$ cat config.mk
export PLATFORM = sky130hd
export DESIGN_NAME = dvi_to_rgb
export DESIGN_NICKNAME = d
export VERILOG_FILES = /design/src/rtl/dvi_pkg.sv /design/src/rtl/tmds_decode.sv /design/src/rtl/dvi_to_rgb.sv
export SDC_FILE = /design/constraint.sdc
export NUM_CORES = 1
export LEC_CHECK = 0
export ABC_AREA = 1
export CAP_MARGIN = 25
export CORE_MARGIN = 2
export CORE_UTILIZATION = 58
export DETAILED_ROUTE_END_ITERATION = 12
export PLACE_DENSITY = 0.83
export SYNTH_ARGS = -nofsm -noshare
export SYNTH_HDL_FRONTEND = slang
export SYNTH_SLANG_ARGS = --single-unit
export TNS_END_PERCENT = 50
$ cat constraint.sdc
create_clock -name RefClk -period 3.6 [get_ports RefClk]
set_clock_uncertainty 0.1 [all_clocks]
set_input_delay 0.72 -clock RefClk [delete_from_list [all_inputs] [get_ports RefClk]]
set_output_delay 0.72 -clock RefClk [all_outputs]
set_load 0.02 [all_outputs]
$ cat src/rtl/dvi_pkg.sv
// Shared constants and types for the TMDS receiver.
package dvi_pkg;

    localparam int unsigned WORD_W     = 10;
    localparam int unsigned COLOR_W    = 8;
    localparam int unsigned CTRL_W     = 2;
    localparam int unsigned BIT_CNT_W  = 4;
    localparam int unsigned NUM_LANES  = 3;

    // Lane positions inside the 3-bit TMDS data bus {red, green, blue}
    localparam int unsigned LANE_BLUE  = 0;
    localparam int unsigned LANE_GREEN = 1;
    localparam int unsigned LANE_RED   = 2;

    // Lock thresholds
    localparam int unsigned EDGE_LOCK   = 4;
    localparam int unsigned EDGE_CNT_W  = 3;
    localparam int unsigned TOKEN_LOCK  = 8;
    localparam int unsigned TOKEN_CNT_W = 4;

    // Control tokens, indexed by {C1, C0}
    localparam logic [WORD_W-1:0] TOKEN_C00 = 10'h354;
    localparam logic [WORD_W-1:0] TOKEN_C01 = 10'h0AB;
    localparam logic [WORD_W-1:0] TOKEN_C10 = 10'h154;
    localparam logic [WORD_W-1:0] TOKEN_C11 = 10'h2AB;

    typedef struct packed {
        logic [COLOR_W-1:0] r;
        logic [COLOR_W-1:0] g;
        logic [COLOR_W-1:0] b;
    } pixel_t;

endpackage

$ cat src/rtl/tmds_decode.sv
// Combinational TMDS 10b symbol decoder for one lane.
module tmds_decode
    import dvi_pkg::*;
(
    input  logic [WORD_W-1:0]  q,
    output logic               is_ctrl_c,
    output logic [CTRL_W-1:0]  ctrl_c,
    output logic [COLOR_W-1:0] data_c
);

    logic [COLOR_W-1:0] d_c;

    // Token match first, then undo the optional inversion and XOR/XNOR chain
    always_comb begin
        is_ctrl_c = 1'b1;
        ctrl_c    = 2'b00;
        d_c       = q[9] ? ~q[COLOR_W-1:0] : q[COLOR_W-1:0];
        data_c    = '0;

        case (q)
            TOKEN_C00: ctrl_c = 2'b00;
            TOKEN_C01: ctrl_c = 2'b01;
            TOKEN_C10: ctrl_c = 2'b10;
            TOKEN_C11: ctrl_c = 2'b11;
            default:   is_ctrl_c = 1'b0;
        endcase

        data_c[0] = d_c[0];
        for (int i = 1; i < int'(COLOR_W); i++) begin
            data_c[i] = q[8] ? (d_c[i] ^ d_c[i-1]) : ~(d_c[i] ^ d_c[i-1]);
        end
    end

endmodule

$ cat src/rtl/dvi_to_rgb.sv
// TMDS receiver: word alignment from the clock lane, per-lane decode, lock tracking
// and registered RGB/sync/DE output, all on the bit-rate clock.
module dvi_to_rgb
    import dvi_pkg::*;
#(
    parameter int kDebug      = 0,
    parameter int kEmulateDDC = 0,
    parameter int kClkRange   = 2
) (
    input  logic        RefClk,
    input  logic        aRst,
    input  logic        TMDS_Clk_p,
    input  logic        TMDS_Clk_n,
    input  logic [2:0]  TMDS_Data_p,
    input  logic [2:0]  TMDS_Data_n,
    output logic [23:0] vid_pData,
    output logic        vid_pVDE,
    output logic        vid_pHSync,
    output logic        vid_pVSync,
    output logic        vid_pStb,
    output logic        PixelClk,
    output logic        aPixelClkLckd,
    output logic        pLocked,
    input  logic        SDA_I,
    input  logic        SCL_I,
    output logic        SDA_O,
    output logic        SCL_O,
    output logic        SDA_T,
    output logic        SCL_T
);

    logic                   clk_lane_q;
    logic [BIT_CNT_W-1:0]   bit_cnt;
    logic [WORD_W-1:0]      lane_sr [NUM_LANES];
    logic                   word_done;
    logic [EDGE_CNT_W-1:0]  edge_cnt;
    logic [TOKEN_CNT_W-1:0] tok_cnt;
    pixel_t                 pix_q;

    logic                   clk_rise_c;
    logic                   misplaced_c;
    logic                   good_edge_c;
    logic [BIT_CNT_W-1:0]   bit_idx_c;
    logic                   all_data_c;
    logic                   blue_ctrl_c;

    logic                   dec_is_ctrl_c [NUM_LANES];
    logic [CTRL_W-1:0]      dec_ctrl_c    [NUM_LANES];
    logic [COLOR_W-1:0]     dec_data_c    [NUM_LANES];

    logic                   unused_inputs;

    // DDC lines tied off: released, drivers low
    assign SDA_O = 1'b0;
    assign SCL_O = 1'b0;
    assign SDA_T = 1'b1;
    assign SCL_T = 1'b1;

    // Negative legs, DDC inputs and configuration have no functional effect
    assign unused_inputs = ^{TMDS_Clk_n, TMDS_Data_n, SDA_I, SCL_I,
                             (kDebug != 0), (kEmulateDDC != 0), (kClkRange != 0)};

    // A clock-lane rising edge marks bit 0; anywhere else it is a misplaced edge
    assign clk_rise_c  = TMDS_Clk_p & ~clk_lane_q;
    assign misplaced_c = clk_rise_c && (bit_cnt != '0);
    assign good_edge_c = clk_rise_c && (bit_cnt == '0);
    assign bit_idx_c   = clk_rise_c ? '0 : bit_cnt;

    // One decoder per lane, fed by the completed word held in the shift register
    for (genvar l = 0; l < int'(NUM_LANES); l++) begin : g_lane
        tmds_decode u_dec (
            .q         (lane_sr[l]),
            .is_ctrl_c (dec_is_ctrl_c[l]),
            .ctrl_c    (dec_ctrl_c[l]),
            .data_c    (dec_data_c[l])
        );
    end

    assign all_data_c  = !dec_is_ctrl_c[LANE_RED] && !dec_is_ctrl_c[LANE_GREEN]
                         && !dec_is_ctrl_c[LANE_BLUE];
    assign blue_ctrl_c = dec_is_ctrl_c[LANE_BLUE];

    // Bit counter, LSB-first lane shift registers and divided pixel clock
    always_ff @(posedge RefClk or posedge aRst) begin
        if (aRst) begin
            clk_lane_q <= 1'b0;
            bit_cnt    <= '0;
            word_done  <= 1'b0;
            PixelClk   <= 1'b0;
            for (int l = 0; l < int'(NUM_LANES); l++) begin
                lane_sr[l] <= '0;
            end
        end else begin
            clk_lane_q <= TMDS_Clk_p;
            bit_cnt    <= (bit_idx_c == BIT_CNT_W'(WORD_W - 1)) ? '0
                                                                : bit_idx_c + BIT_CNT_W'(1);
            word_done  <= (bit_idx_c == BIT_CNT_W'(WORD_W - 1));
            PixelClk   <= (bit_idx_c < BIT_CNT_W'(WORD_W / 2));
            for (int l = 0; l < int'(NUM_LANES); l++) begin
                lane_sr[l] <= {TMDS_Data_p[l], lane_sr[l][WORD_W-1:1]};
            end
        end
    end

    // Clock-lane lock: consecutive well-placed edges, dropped by any misplaced edge
    always_ff @(posedge RefClk or posedge aRst) begin
        if (aRst) begin
            edge_cnt      <= '0;
            aPixelClkLckd <= 1'b0;
        end else if (misplaced_c) begin
            edge_cnt      <= '0;
            aPixelClkLckd <= 1'b0;
        end else if (good_edge_c && (edge_cnt != EDGE_CNT_W'(EDGE_LOCK))) begin
            edge_cnt <= edge_cnt + EDGE_CNT_W'(1);
            if (edge_cnt == EDGE_CNT_W'(EDGE_LOCK - 1)) begin
                aPixelClkLckd <= 1'b1;
            end
        end
    end

    // Link lock: consecutive blue control tokens while the clock lane is locked
    always_ff @(posedge RefClk or posedge aRst) begin
        if (aRst) begin
            tok_cnt <= '0;
            pLocked <= 1'b0;
        end else if (!aPixelClkLckd || misplaced_c) begin
            tok_cnt <= '0;
            pLocked <= 1'b0;
        end else if (word_done) begin
            if (blue_ctrl_c) begin
                if (tok_cnt != TOKEN_CNT_W'(TOKEN_LOCK)) begin
                    tok_cnt <= tok_cnt + TOKEN_CNT_W'(1);
                end
                if (tok_cnt == TOKEN_CNT_W'(TOKEN_LOCK - 1)) begin
                    pLocked <= 1'b1;
                end
            end else begin
                tok_cnt <= '0;
            end
        end
    end

    // Registered video outputs, updated once per completed word
    always_ff @(posedge RefClk or posedge aRst) begin
        if (aRst) begin
            pix_q      <= '0;
            vid_pVDE   <= 1'b0;
            vid_pHSync <= 1'b0;
            vid_pVSync <= 1'b0;
            vid_pStb   <= 1'b0;
        end else begin
            vid_pStb <= word_done;
            if (word_done) begin
                if (pLocked && blue_ctrl_c) begin
                    vid_pHSync <= dec_ctrl_c[LANE_BLUE][0];
                    vid_pVSync <= dec_ctrl_c[LANE_BLUE][1];
                end
                if (pLocked && all_data_c) begin
                    vid_pVDE <= 1'b1;
                    pix_q.r  <= dec_data_c[LANE_RED];
                    pix_q.g  <= dec_data_c[LANE_GREEN];
                    pix_q.b  <= dec_data_c[LANE_BLUE];
                end else begin
                    vid_pVDE <= 1'b0;
                    pix_q    <= '0;
                end
            end
        end
    end

    assign vid_pData = pix_q;

endmodule

# Yosys cells after proc, flatten, opt, wreduce, memory -nomap -nowiden
# Index checks and enable logic that the tools add are counted.
totals:
  reg_bits: 74
  output_inout_bits: 35
classes:
  addsub: 3
  magnitude_cmp: 1
  eq_ne: 18
  mux: 45
  bitwise_logic: 47
  n_reduce_logical: 26
op_table:
  columns: ["cell", "n"]
  rows:
  - ["$eq 10x10->1 const B", 6]
  - ["$mux 1", 32]
  - ["$eq 10x8->1 const B", 3]
  - ["$eq 10x9->1 const B", 3]
  - ["$mux 24", 1]
  - ["$mux 4", 6]
  - ["$mux 8", 3]
  - ["$not 8->8", 3]
  - ["$not 1->1", 22]
  - ["$xor 1x1->1", 21]
  - ["$reduce_or 4->1", 3]
  - ["$reduce_bool 2->1", 5]
  - ["$add 4x1->4 const B", 2]
  - ["$logic_and 1x1->1", 7]
  - ["$mux 3", 2]
  - ["$pmux 2 s3", 1]
  - ["$reduce_and 2->1", 3]
  - ["$eq 4x3->1 const B", 1]
  - ["$eq 4x4->1 const B", 1]
  - ["$logic_not 1->1", 4]
  - ["$logic_not 4->1", 1]
  - ["$lt 4x3->1 const B", 1]
  - ["$ne 4x4->1 const B", 1]
  - ["$reduce_bool 4->1", 1]
  - ["7 further kinds", 7]

# Longest topological paths before layout
depth:
  ltp_word: 8
  mapped_depth: 11

# Modules after synthesis
# Synthesis repeated with hierarchy kept, for this count alone.
hier_totals:
  cells_unflattened: 385
  hier_area_um2: 3697.3
modules_own_cells:
  columns: ["mod", "n_inst", "cells_per_inst", "area_per_inst_um2"]
  rows:
  - ["dvi_to_rgb", 1, 214, 2691.3]
  - ["tmds_decode", 3, 57, 335.3]

# Least setup slack after synthesis
# Ideal clock, no wire load.
synth_timing:
  path_kind: "in2reg"
  from: "input TMDS_Clk_p"
  to: "register tok_cnt[0]"
  setup_ns: 0.118
  arrival_time_ns: 1.430
  setup_slack_ns: 1.952
  path_stages: 6
  n_path_buf: 0
  path_cell_list: "nand2_1 > inv_1 > a21oi_2 > nand3_1 > nand3_1 > nand2_1"
synth_via:
  elab_chain_len: 5
synth_lines:
  columns: ["item", "line_no", "source"]
  rows:
  - ["from (decl)", "dvi_to_rgb.sv:12", "input logic TMDS_Clk_p,"]
  - ["$and 1x1->1 (*)", "dvi_to_rgb.sv:64", "assign clk_rise_c = TMDS_Clk_p & ~clk_lane_q;"]
  - ["$logic_and 1x1->1 (*)", "dvi_to_rgb.sv:65", "assign misplaced_c = clk_rise_c && (bit_cnt != '0);"]
  - ["$logic_or 1x1->1 (*)", "dvi_to_rgb.sv:126", "end else if (!aPixelClkLckd || misplaced_c) begin"]
  - ["$ne 3x1->1 (no line) / $reduce_bool 2->1 (equally long branches)", null, null]
  - ["$reduce_and 2->1 (no line)", null, null]
  - ["to (signal assigned)", "dvi_to_rgb.sv:132", "tok_cnt <= tok_cnt + TOKEN_CNT_W'(1);"]
  - ["to (decl)", "dvi_to_rgb.sv:37", "logic [TOKEN_CNT_W-1:0] tok_cnt;"]
# Every way passes the cells marked *; elsewhere a longest branch is shown, timed or not.
# A chain may end at the register's enable or synchronous reset.

# Worst setup path in the final report
layout_timing:
  from: "register aPixelClkLckd"
  to: "output aPixelClkLckd"
layout_rtl:
  columns: ["item", "line_no", "source"]
  rows:
  - ["from (decl)", "dvi_to_rgb.sv:22", "output logic aPixelClkLckd,"]
  - ["from (signal assigned)", "dvi_to_rgb.sv:109", "aPixelClkLckd <= 1'b0;"]
  - ["from (signal assigned)", "dvi_to_rgb.sv:112", "aPixelClkLckd <= 1'b0;"]
  - ["from (signal assigned)", "dvi_to_rgb.sv:116", "aPixelClkLckd <= 1'b1;"]
# No word-level cell between the ends.

==> results.md <==
* Outcome: complete, no violations
* H-tree depth at 3
* Share of async-settable or async-resettable flops after synthesis at 1.00
* Area of the mapped netlist at 3550 um2
* Hold crit path type: flip-flop to flip-flop
* Clock Tree Buf Depth at 2
* I/O pins at 47
* Multiplexer area fraction after synthesis at 0
* Top delay family on crit path: buffers and inverters
* Avg WL per Cell at 12.8 um
* Antenna cells at 0
* Critical path fanouts, max at 3
* Post-Place Worst Slack at 1.29 ns
* Yosys cell types at 30
* Final setup violation count at 0
* Xor/xnor cell area share of the yosys netlist at 0.0641
* Initial antenna violation count at 0
* Synth Area in Adders at 0.0669
* I/O Buffers at 36
* DRC errors left at 0
* Die span in x at 82.3 um
* Power Density at 410 nW/um2
* Die area at just under 7000 um2
* Dpl cell area at 3940 um2
* Antenna-violating nets left at 0
* Setup bufs post-CTS at 0
* Root Driver: clkbuf_8
* Vias in the first global route at roughly 2500
* GPL Wtd Cong at a little over 0.8
* CTS Sinks at 74
* Final period utilization at 0.604
* Crit path max-delay cell type: clkdlybuf4s50_1
* Levels on crit path at 1
* Clk slew on worst S/H paths at around 0.070 ns
* Iteration-0 DRC Markers at 134
* Final TNS setup at 0 ns
* Die H at 82.3 um
* Post-synthesis sequential area ratio at 0.521
* Commonest cells in the synthesized netlist: 111 x nand2_1, 74 x dfrtp_1, 49 x inv_1
* Post-synth EDFFs at 0
* Total number of vias at between 2000 and 3000
* Main combinational cell family by area after synthesis: simple AND/OR/NAND/NOR gates
* Number of buffers created by CTS at 9
* # nets final at around 460
* Post-CTS Resized at 0
* Worst Slack Setup Final at ~1.4 ns
* Worst setup SP type: flip-flop
* Fraction of layout cells with a size suffix above 1 at 0.0766
* Critical path arrival at between 1 and 1.5 ns
* Post-synth top area share at 0.521
* Yosys reg bits at 74
* Fin. Hold Viols at 0
* CP cell instances: clkdlybuf4s50_1
* WP buf/inv at 1
* Syn Area/Cell at slightly above 9 um2
* Initial core utilization at 0.600
* Synth Flop Type: dfrtp_1
* Via density at roughly 5.0
* Post-route cell area at just over 4000 um2
* Register-to-Register Path Depth at 6
* Total core area at around 5900 um2
* Row cnt at 28
* Pwr Total at ~1700 uW
* Cell count after synthesis at between 300 and 400
* Synth Area in Simple Gates at 0.237
* Worst slew pin tran at approximately 0.73 ns
* Pleak at approximately 0.0021 uW
* Top-count cell post-synth: nand2_1
* Final Critical Period at 2.17 ns
* Synth area leaders: dfrtp_1 52%, nand2_1 12%, ha_1 6.7%
* Critical path class: flip-flop to output pin
* Slew headroom at 0.508
* Peak supply drop at between 0.0002 and 0.0003 V
* Setup crit end kind: output pin
* WL final at between 6000 and 7000 um
* CP max stage delay at between 0.6 and 0.7 ns
* Fmax at around 0.46 GHz
* GRT Overall Usage at 0.217
* Fin. max-slew vios at 0
* CTS tree: done
* Worst Path Required at approximately 2.8 ns
* Skew-Pair Late Insertion Delay at between 0.3 and 0.4 ns
* Global-route wire length before repair at between 10000 and 15000 um
* Synth Warn # at 0
* Largest net degree at the start of global routing at 69
* Max Cap Viol at 0
* RSZ-0062 raised after global routing: false
* Synth area leader: dfrtp_1
* Synth Area in Compound Gates at 0.0250
* Hold buffers post-CTS at 0
* Pre-Repair DR Iteration Count at 6
* Hold path depth at 0
* Hpwl dp at roughly 4300 um
* Layout area overhead at 15.6%
* Congestion Overflow GR at 0
registers in the layout, summed over array words and instances (netlist names), 3 cells and up:
name and cells:
bit_cnt 4, lane_sr 30, vid_pData 24, tok_cnt 4, edge_cnt 3
worst reg2reg max path: stages (launching register included):
cell and delay [ns]:
dfrtp_1 0.63, nor2_1 0.11, nand3b_1 0.11, nand2_1 0.09, nor2_4 0.47, nand3_1 0.17
nand2_1 0.09
metrics by stage:
step           std cells   util  hold WS, ns
6_report             506  0.694        0.297
4_1_cts              506  0.694        0.300
3_3_place_gp         491  0.665        0.277
5_1_grt              506  0.694        0.313
3_5_place_dp         491  0.665        0.285
2_1_floorplan        391      -        0.272
cell families (layout without fill, tap and decap cells):
kind of cell / Yosys count / in the layout
adder cells (fa/ha/maj): 19 / 19
other: 2 / 4
AO/OA/AOI/OAI: 15 / 15
buffers and inverters: 65 / 105
AND/OR/NAND/NOR: 188 / 188
XOR/XNOR: 26 / 26
flip-flops: 74 / 74
power by group:
group	internal, uW	total (uW)	switching (uW)
Clock	281	572	291
Combinational	75.8	193	117
Sequential	876	920	44.7
Total	1230	1690	453
worst paths after layout:
kind                                                  end                       from  slack (ns)
worst max-delay path                        aPixelClkLckd  aPixelClkLckd$_DFFE_PP0P_        1.43
worst min register to register      lane_sr[18]$_DFF_PP0_      lane_sr[19]$_DFF_PP0_        0.30
worst max register to register  vid_pData[17]$_DFFE_PP0P_      lane_sr[18]$_DFF_PP0_        1.76
worst min-delay path                lane_sr[18]$_DFF_PP0_      lane_sr[19]$_DFF_PP0_        0.30
min in group asynchronous       vid_pData[10]$_DFFE_PP0P_                       aRst        0.49
max in group asynchronous           lane_sr[28]$_DFF_PP0_                       aRst        2.32
layer usage:
metal	track usage	vias to the layer above	part of all wire
met5	0	-	0
met1	0.280	1193	0.45
met3	0.0554	5	0.042
met2	0.359	43	0.49
li1	-	1267	-
met4	0.0700	0	0.012
layout make-up:
cell class	count	area [um2]
flip-flops and latches	74	1850
fillers	456	1810
multi-input cells	252	1410
repair buffers	37	380
inverters	53	199
clock buffers	12	155
well taps	75	93.8
clock inverters	3	15.0
cells in the final DEF (no fill, tap or decap):
cell type        Yosys  final
nand2_1            111    111
dfrtp_1             74     74
inv_1               49     48
nand3_1             36     36
clkdlybuf4s50_1      0     36
nor2_1              22     22
ha_1                19     19
xor2_1              18     18
clkbuf_8             0     11
o21ai_0              9      9
xnor2_1              8      8
nand3_2              5      5
inv_2                3      4
conb_1               2      4
nand4_1              3      3
nand2_2              3      3
a21o_1               3      3
clkinv_2             0      3
nor2_2               2      2
nand3b_1             1      1
nor2_4               1      1
nand2_4              1      1
nor2_8               1      1
clkinv_1             1      1
nor3b_1              1      1
a21oi_2              1      1
a21oi_1              1      1
nor3_1               1      1
o21a_1               1      1
clkbuf_1             2      1
buf_12               0      1
(Power assumes the default switching activity.)
